$ cat src/rtl/femto_io_pkg.sv
// rtl/femto_io_pkg.sv - shared state encoding and widths for femto_io blocks
package femto_io_pkg;

  typedef logic [1:0] deb_state_t;

  localparam deb_state_t ST_LOW    = 2'd0;
  localparam deb_state_t ST_CHK_HI = 2'd1;
  localparam deb_state_t ST_HIGH   = 2'd2;
  localparam deb_state_t ST_CHK_LO = 2'd3;

  localparam int PRESS_CNT_W = 8;

endpackage

$ cat src/rtl/btn_debouncer.sv
// rtl/btn_debouncer.sv - button debouncer with edge pulses, long-press detect and press counter
module btn_debouncer
  import femto_io_pkg::*;
#(
  parameter int STABLE_CYCLES = 1000000,
  parameter int LONG_CYCLES   = 50000000
) (
  input  logic                   clk,
  input  logic                   rst,
  input  logic                   in,
  input  logic                   clr,
  output logic                   level,
  output logic                   rise,
  output logic                   fall,
  output logic                   long_press,
  output logic                   long_held,
  output logic [PRESS_CNT_W-1:0] press_count
);

  // Stability counter tops out at STABLE_CYCLES-1, hold counter at LONG_CYCLES.
  localparam int STAB_W = $clog2(STABLE_CYCLES);
  localparam int HOLD_W = $clog2(LONG_CYCLES + 1);

  localparam logic [STAB_W-1:0] STAB_ONE  = STAB_W'(1);
  localparam logic [STAB_W-1:0] STAB_LAST = STAB_W'(STABLE_CYCLES - 1);
  localparam logic [HOLD_W-1:0] HOLD_ONE  = HOLD_W'(1);
  localparam logic [HOLD_W-1:0] HOLD_MAX  = HOLD_W'(LONG_CYCLES);
  localparam logic [HOLD_W-1:0] HOLD_PRE  = HOLD_W'(LONG_CYCLES - 1);

  deb_state_t             r_state;
  deb_state_t             w_state_nxt;
  logic [STAB_W-1:0]      r_stab_cnt;
  logic [STAB_W-1:0]      w_stab_nxt;
  logic                   w_accept_hi;
  logic                   w_accept_lo;

  logic [HOLD_W-1:0]      r_hold_cnt;
  logic [HOLD_W-1:0]      w_hold_nxt;
  logic                   r_level;
  logic                   r_rise;
  logic                   r_fall;
  logic                   r_long_press;
  logic                   r_long_held;
  logic [PRESS_CNT_W-1:0] r_press_cnt;

  logic                   w_level_nxt;
  logic                   w_long_press_nxt;
  logic                   w_long_held_nxt;
  logic [PRESS_CNT_W-1:0] w_press_cnt_nxt;

  always_ff @(posedge clk or posedge rst) begin
    if (rst) begin
      r_state    <= ST_LOW;
      r_stab_cnt <= '0;
    end else begin
      r_state    <= w_state_nxt;
      r_stab_cnt <= w_stab_nxt;
    end
  end

  always_comb begin
    w_state_nxt = r_state;
    w_stab_nxt  = r_stab_cnt;
    w_accept_hi = 1'b0;
    w_accept_lo = 1'b0;
    case (r_state)
      ST_LOW: begin
        if (in) begin
          w_state_nxt = ST_CHK_HI;
          w_stab_nxt  = STAB_ONE;
        end
      end
      ST_CHK_HI: begin
        if (!in) begin
          w_state_nxt = ST_LOW;
        end else if (r_stab_cnt == STAB_LAST) begin
          w_state_nxt = ST_HIGH;
          w_accept_hi = 1'b1;
        end else begin
          w_stab_nxt = r_stab_cnt + STAB_ONE;
        end
      end
      ST_HIGH: begin
        if (!in) begin
          w_state_nxt = ST_CHK_LO;
          w_stab_nxt  = STAB_ONE;
        end
      end
      ST_CHK_LO: begin
        if (in) begin
          w_state_nxt = ST_HIGH;
        end else if (r_stab_cnt == STAB_LAST) begin
          w_state_nxt = ST_LOW;
          w_accept_lo = 1'b1;
        end else begin
          w_stab_nxt = r_stab_cnt + STAB_ONE;
        end
      end
      default: begin
        w_state_nxt = ST_LOW;
        w_stab_nxt  = '0;
      end
    endcase
  end

  // Outputs are computed from the next state and then registered.
  always_comb begin
    w_level_nxt      = (w_state_nxt == ST_HIGH) || (w_state_nxt == ST_CHK_LO);
    w_hold_nxt       = r_hold_cnt;
    w_long_press_nxt = 1'b0;
    if (w_accept_hi) begin
      w_hold_nxt = '0;
    end else if (r_level && (r_hold_cnt != HOLD_MAX)) begin
      w_hold_nxt       = r_hold_cnt + HOLD_ONE;
      w_long_press_nxt = (r_hold_cnt == HOLD_PRE);
    end
    w_long_held_nxt = w_level_nxt && (w_hold_nxt == HOLD_MAX);
    if (clr) begin
      w_press_cnt_nxt = w_accept_hi ? PRESS_CNT_W'(1) : '0;
    end else if (w_accept_hi) begin
      w_press_cnt_nxt = r_press_cnt + PRESS_CNT_W'(1);
    end else begin
      w_press_cnt_nxt = r_press_cnt;
    end
  end

  always_ff @(posedge clk or posedge rst) begin
    if (rst) begin
      r_hold_cnt   <= '0;
      r_level      <= 1'b0;
      r_rise       <= 1'b0;
      r_fall       <= 1'b0;
      r_long_press <= 1'b0;
      r_long_held  <= 1'b0;
      r_press_cnt  <= '0;
    end else begin
      r_hold_cnt   <= w_hold_nxt;
      r_level      <= w_level_nxt;
      r_rise       <= w_accept_hi;
      r_fall       <= w_accept_lo;
      r_long_press <= w_long_press_nxt;
      r_long_held  <= w_long_held_nxt;
      r_press_cnt  <= w_press_cnt_nxt;
    end
  end

  assign level       = r_level;
  assign rise        = r_rise;
  assign fall        = r_fall;
  assign long_press  = r_long_press;
  assign long_held   = r_long_held;
  assign press_count = r_press_cnt;

endmodule

$ cat config.mk
export PLATFORM = sky130hd
export DESIGN_NAME = btn_debouncer
export DESIGN_NICKNAME = d
export VERILOG_FILES = /design/src/rtl/femto_io_pkg.sv /design/src/rtl/btn_debouncer.sv
export SDC_FILE = /design/constraint.sdc
export NUM_CORES = 1
export LEC_CHECK = 0
export CORE_UTILIZATION = 60
export CTS_CLUSTER_DIAMETER = 40
export DETAILED_ROUTE_END_ITERATION = 6
export GPL_ROUTABILITY_DRIVEN = 0
export PLACE_DENSITY = 0.8
export RECOVER_POWER = 50
export SYNTH_ARGS = -nofsm -noshare
export SYNTH_HDL_FRONTEND = slang
export SYNTH_SLANG_ARGS = --single-unit
export TNS_END_PERCENT = 1
$ cat constraint.sdc
create_clock -name clk -period 3.39 [get_ports clk]
set_input_delay 0.678 -clock clk [delete_from_list [all_inputs] [get_ports clk]]
set_output_delay 0.678 -clock clk [all_outputs]
set_load 0.02 [all_outputs]
Yosys cells after proc, flatten, opt, wreduce, memory -nomap -nowiden --
Index checks and enable logic that the tools add are counted.
Storage, ports and cells: logic and storage cells 56, output and inout bits 13, register bits after elaboration 61
Operators by class: equality and inequality tests 13, reduce and logical (&&, ||, !) cells 6, mux-type cells 25, add/sub/neg operators 3
Operator list (count):
- two-way mux 20 bit | 5
- case mux 20 bit (4 select lines) | 1
- equality test 26 bit (second input constant) | 2
- two-way mux 26 bit | 2
- adder 26 x 1 -> 26 bit (second input constant) | 1
- inequality test 26 bit (second input constant) | 1
- adder 20 x 1 -> 20 bit (second input constant) | 1
- equality test 20 bit (second input constant) | 1
- two-way mux 8 bit | 2
- two-way mux 2 bit | 6
- adder 8 x 1 -> 8 bit (second input constant) | 1
- equality test 2 bit (second input constant) | 4
- two-way mux 1 bit | 8
- inequality test 2 bit (second input constant) | 4
- case mux 2 bit (4 select lines) | 1
- AND reduction 4 bit | 1
- equality test 2 x 1 -> 1 bit (second input constant) | 1
- logical AND 1 bit | 2
- zero test 2 bit | 1
- nonzero test 2 bit | 1
- logical OR 1 bit | 1

Depth between registers and ports, before layout --
depth in word-level cells 7, mapped depth 12, mapped depth without buffers 10

Worst setup path after synthesis --
OpenSTA, ideal clock, no wires.
kind register to register, start point register r_level (netlist: level), end point register r_long_held (netlist: long_held), path buffers 0, data required time 3322 ps, slack 1009 ps, cell stages (with the launch flop) 8, data arrival time 2313 ps, path through dfrtp_1 nand3_1 nor4_4 nand4_1 xor2_1 or4_1 nor4_1 and4b_1
On the way: word-level cells in the longest chain between the ends 5
Ends and longest elaborated chain:
- start: declaration | line btn_debouncer.sv:39 | logic r_level;
- start signal: assignment | line btn_debouncer.sv:138 | r_level <= w_level_nxt;
- logical AND 1 bit | line btn_debouncer.sv:113 | end else if (r_level && (r_hold_cnt != HOLD_MAX)) begin
- two-way mux 26 bit | line btn_debouncer.sv:113
- two-way mux 26 bit | line btn_debouncer.sv:111 | if (w_accept_hi) begin
- equality test 26 bit | line btn_debouncer.sv:117 | w_long_held_nxt = w_level_nxt && (w_hold_nxt == HOLD_MAX);
- logical AND 1 bit | line btn_debouncer.sv:117
- via w_long_held_nxt | line btn_debouncer.sv:48 | logic w_long_held_nxt;
- end signal: assignment | line btn_debouncer.sv:142 | r_long_held <= w_long_held_nxt;
- end: declaration | line btn_debouncer.sv:43 | logic r_long_held;
The timed path passes the listed nets, and every way through them passes these cells. A chain may end at the register's enable or synchronous reset.

Worst setup path in the final report --
start point register r_stab_cnt[13], end point register r_long_held (netlist: long_held)
On the way: word-level cells in the longest chain between the ends 7, elaborated cells on any way between the ends 15, classes of those cells 4 x eq/ne; 9 x mux; 2 x reduce/logical
Ends and longest elaborated chain:
- start: declaration | line btn_debouncer.sv:32 | logic [STAB_W-1:0] r_stab_cnt;
- start signal: assignment | line btn_debouncer.sv:57 | r_stab_cnt <= w_stab_nxt;
- equality test 20 bit | line btn_debouncer.sv:76 | end else if (r_stab_cnt == STAB_LAST) begin
- two-way mux 1 bit | line btn_debouncer.sv:76
- two-way mux 1 bit | line btn_debouncer.sv:74 | if (!in) begin
- two-way mux 1 bit | line btn_debouncer.sv:66 | case (r_state)
- two-way mux 26 bit | line btn_debouncer.sv:111
- via w_hold_nxt[10] | line btn_debouncer.sv:38 | logic [HOLD_W-1:0] w_hold_nxt;
- equality test 26 bit | line btn_debouncer.sv:117
- logical AND 1 bit | line btn_debouncer.sv:117
- via w_long_held_nxt | line btn_debouncer.sv:48
The timed path passes the listed nets, and every way through them passes these cells.

==> flow_metrics.py <==
metrics = {
    "status": {
        "status": "finished clean",
    },
    "critical_path": {
        "path_cells": "or4b_4 > nor4_1 > nand2_2 > nor3b_4 > buf_4 > nor2_1 > nor4_1 > and4b_1",
        "reg2reg_from": "r_stab_cnt[13]$_DFFE_PP0P_",
        "cp_top_family": "simple AND/OR/NAND/NOR gates",
        "cpMaxStageDelayCell": "or4b_4",
        "cp-startpoint": "r_stab_cnt[13]$_DFFE_PP0P_",
        "crit_cells": 8,
        "path_common_cell": "nor4_1",
        "cp.required_ns": 3.67,
        "cp-start-kind": "flop",
        "path_buf_inv": 1,
        "critPathCaptureType": "flop",
        "ff2ff_path_depth": 8,
        "path_class": "flop to flop",
        "rr_endpoint": "long_held$_DFF_PP0_",
        "r2r_slack_ns": 0.39,
        "path_max_fanout": 29,
        "arrival_ns": 3.28,
        "crit_end": "long_held$_DFF_PP0_",
        "slowest_delay_ns": 0.52,
    },
    "routing": {
        "dr.pass1.iters": 4,
        "num_vias": 2644,
        "drc": 0,
        "drt_iter0_drc": 213,
        "routedWlPerCell_um": 14.95,
        "vias_per_cell": 5.824,
        "postRouteAntennaNets": 0,
        "wl_um": 6787,
    },
    "synthesis": {
        "syn_nets": 372,
        "synthFlopType": "dfrtp_1",
        "async_reset_ff_frac": 1.000,
        "synth_warnings": 0,
        "synth-seq-cells": 60,
        "syn_area_per_cell_um2": 9.092,
        "syn_inst": 364,
        "seq_area_frac_synth": 0.4537,
        "synth_edf_count": 0,
        "yosysUniqueCellTypes": 48,
        "syn_area_um2": 3309,
    },
    "power_and_ir_drop": {
        "pwr-share-clk": 0.284,
        "swShare": 0.3362,
        "combPwrFrac": 0.205,
        "power_density_nw_per_um2": 520.0,
        "p_seq_frac": 0.511,
        "power_switching_mw": 0.6396,
        "vdd_drop_max_v": 0.0004402,
        "internal_power_mw": 1.263,
        "power_leakage_nw": 1.533,
    },
    "run": {
        "cap_violations": 0,
    },
    "cts": {
        "htree_levels": 3,
        "worstSkewPairLatency_ns": 0.34,
        "cts_tree": "done",
        "cts_sinks": 60,
        "cts_buffer_depth": 2,
        "cts_root_buf": "clkbuf_8",
        "ctsResizeCount": 0,
        "cts_buffers": 9,
        "post_cts_buffers": 0,
        "holdBufCountCts": 0,
        "clk_pin_slew_ns": 0.06,
    },
    "die": {
        "die_area_um2": 5816,
        "num_rows": 26,
        "io_pins": 17,
        "dieHeight_um": 76.27,
        "fp.dieW_um": 76.27,
        "initial_utilization": 0.6358,
        "core-area_um2": 5205,
    },
    "sta": {
        "fin_hold_ws_ns": 0.5277,
        "finalCritPeriodShare": 0.8860,
        "skew_ns": 0.005300,
        "final_hold_viol_count": 0,
        "rsz0062_at_grt": "false",
        "fmax_ghz": 0.3329,
        "fin_setup_tns_ns": 0,
        "max_slew_margin": 0.2122,
        "report.final.slew_viol_count": 0,
        "setup_viol": 0,
        "period_minus_slack_ns": 3.004,
        "worst_pin_slew_ns": 1.180,
    },
    "grt": {
        "grt_pass1_vias": 2517,
        "grt_start_max_net_pins": 33,
        "globalRouteOverflowTotal": 0,
        "antenna_found_initial": 0,
        "globalRouteTotalUtil": 0.2540,
        "grt_pass1_wl_um": 11470,
    },
    "final_layout": {
        "nNetsFinal": 387,
        "drive_above_1_share": 0.07031,
        "num_antenna_cells": 0,
        "area_growth_pct": 10.55,
        "layout_commonest_cell": "dfrtp_1",
        "final_cell_mix": "dfrtp_1 (60), nor2_1 (48), nand2_1 (39), nand3_1 (24), xor2_1 (23)",
    },
    "place": {
        "dp_hpwl_um": 4741,
        "portBuffers": 16,
    },
    "worst_hold_path": {
        "min_path_type": "flop to flop",
    },
}
## per-stage QoR
stage | cell area, um^2 | total power [mW] | util | instances | worst slack, ns
finish | 3659 | 1.902 | 0.7029 | 454 | 0.3863
global route | 3659 | 2.016 | 0.7029 | 454 | 0.1707
CTS | 3681 | 1.917 | 0.7072 | 454 | 0.5760
detailed placement | 3518 | 1.368 | 0.6760 | 438 | 0.5111
global placement | 3518 | 1.348 | 0.6760 | 438 | 0.5802
floorplan | 3309 | 1.282 | - | 364 | 1.009
## worst reg2reg max path, delay by kind of cell, from the launching register on
family | cells | cell delay [ns]
and+or+nand+nor | 7 | 2.13
DFF | 1 | 0.44
buffers and inverters | 1 | 0.37
## per-layer routing
layer | GRT usage | wire length [um]
met5 | 0 | 0
met4 | 0.09231 | 104
met3 | 0.08623 | 318
met2 | 0.4018 | 3127
met1 | 0.3241 | 3236
## cell type report
type | instances | area (um^2)
clock buffers | 14 | 152.6
inverters | 11 | 41.29
multi-input cells | 276 | 1675
flip-flops and latches | 60 | 1501
well taps | 70 | 87.58
repair buffers | 21 | 190.2
fillers | 414 | 1546
clock inverters | 2 | 10.01
## power groups by stage
stage | clock (mW) | sequential [mW] | combinational, mW
floorplan | 0 | 0.885 | 0.397
global placement | 0 | 0.974 | 0.373
detailed placement | 0 | 0.978 | 0.390
CTS | 0.555 | 0.969 | 0.392
global route | 0.585 | 0.989 | 0.442
finish | 0.540 | 0.972 | 0.390
## worst min-delay path by stage
stage	end	startpoint	slack, ns	cells after the start
2_1_floorplan	r_stab_cnt[1]$_DFFE_PP0P_	r_stab_cnt[1]$_DFFE_PP0P_	0.47	2
3_3_place_gp	r_stab_cnt[1]$_DFFE_PP0P_	r_stab_cnt[1]$_DFFE_PP0P_	0.49	2
3_5_place_dp	r_stab_cnt[1]$_DFFE_PP0P_	r_stab_cnt[1]$_DFFE_PP0P_	0.51	2
4_1_cts	r_stab_cnt[4]$_DFFE_PP0P_	r_stab_cnt[4]$_DFFE_PP0P_	0.53	1
5_1_grt	r_stab_cnt[5]$_DFFE_PP0P_	r_stab_cnt[5]$_DFFE_PP0P_	0.54	1
6_report	r_stab_cnt[1]$_DFFE_PP0P_	r_stab_cnt[1]$_DFFE_PP0P_	0.53	2
## sequential cells by signal (all words and copies together) (netlist names)
register,cells
long_held,1
fall,1
r_state,1
press_count,8
r_stab_cnt,20
long_press,1
level,1
rise,1
r_hold_cnt,26
## synth_stat cells (3+ instances only)
cell,count,area share
xor2_1,23,0.061
o31ai_1,5,0.011
and2_1,3,0.0057
nand4_1,14,0.026
ha_1,4,0.015
nor2_1,48,0.054
nand2b_1,3,0.0057
a22o_1,3,0.0079
nand3_1,24,0.036
nand2_1,39,0.044
or3_1,14,0.026
xnor2_1,14,0.037
nor3_1,9,0.014
nor3b_1,3,0.0068
buf_2,9,0.014
o21ai_0,16,0.024
a21oi_1,11,0.017
mux2i_1,3,0.0091
inv_1,10,0.011
clkbuf_1,6,0.0068
dfrtp_1,60,0.45
and3_1,7,0.013
nor4_1,3,0.0057
## logic make-up after synthesis
kind of cell	Yosys count	synth area share
buffers and inverters	28	0.03553
AO/OA/AOI/OAI	44	0.08091
flip-flops	60	0.4537
XOR/XNOR	37	0.09792
adder cells (fa/ha/maj)	4	0.01512
AND/OR/NAND/NOR	187	0.3043
multiplexers	4	0.01248
(Power assumes the default switching activity.)
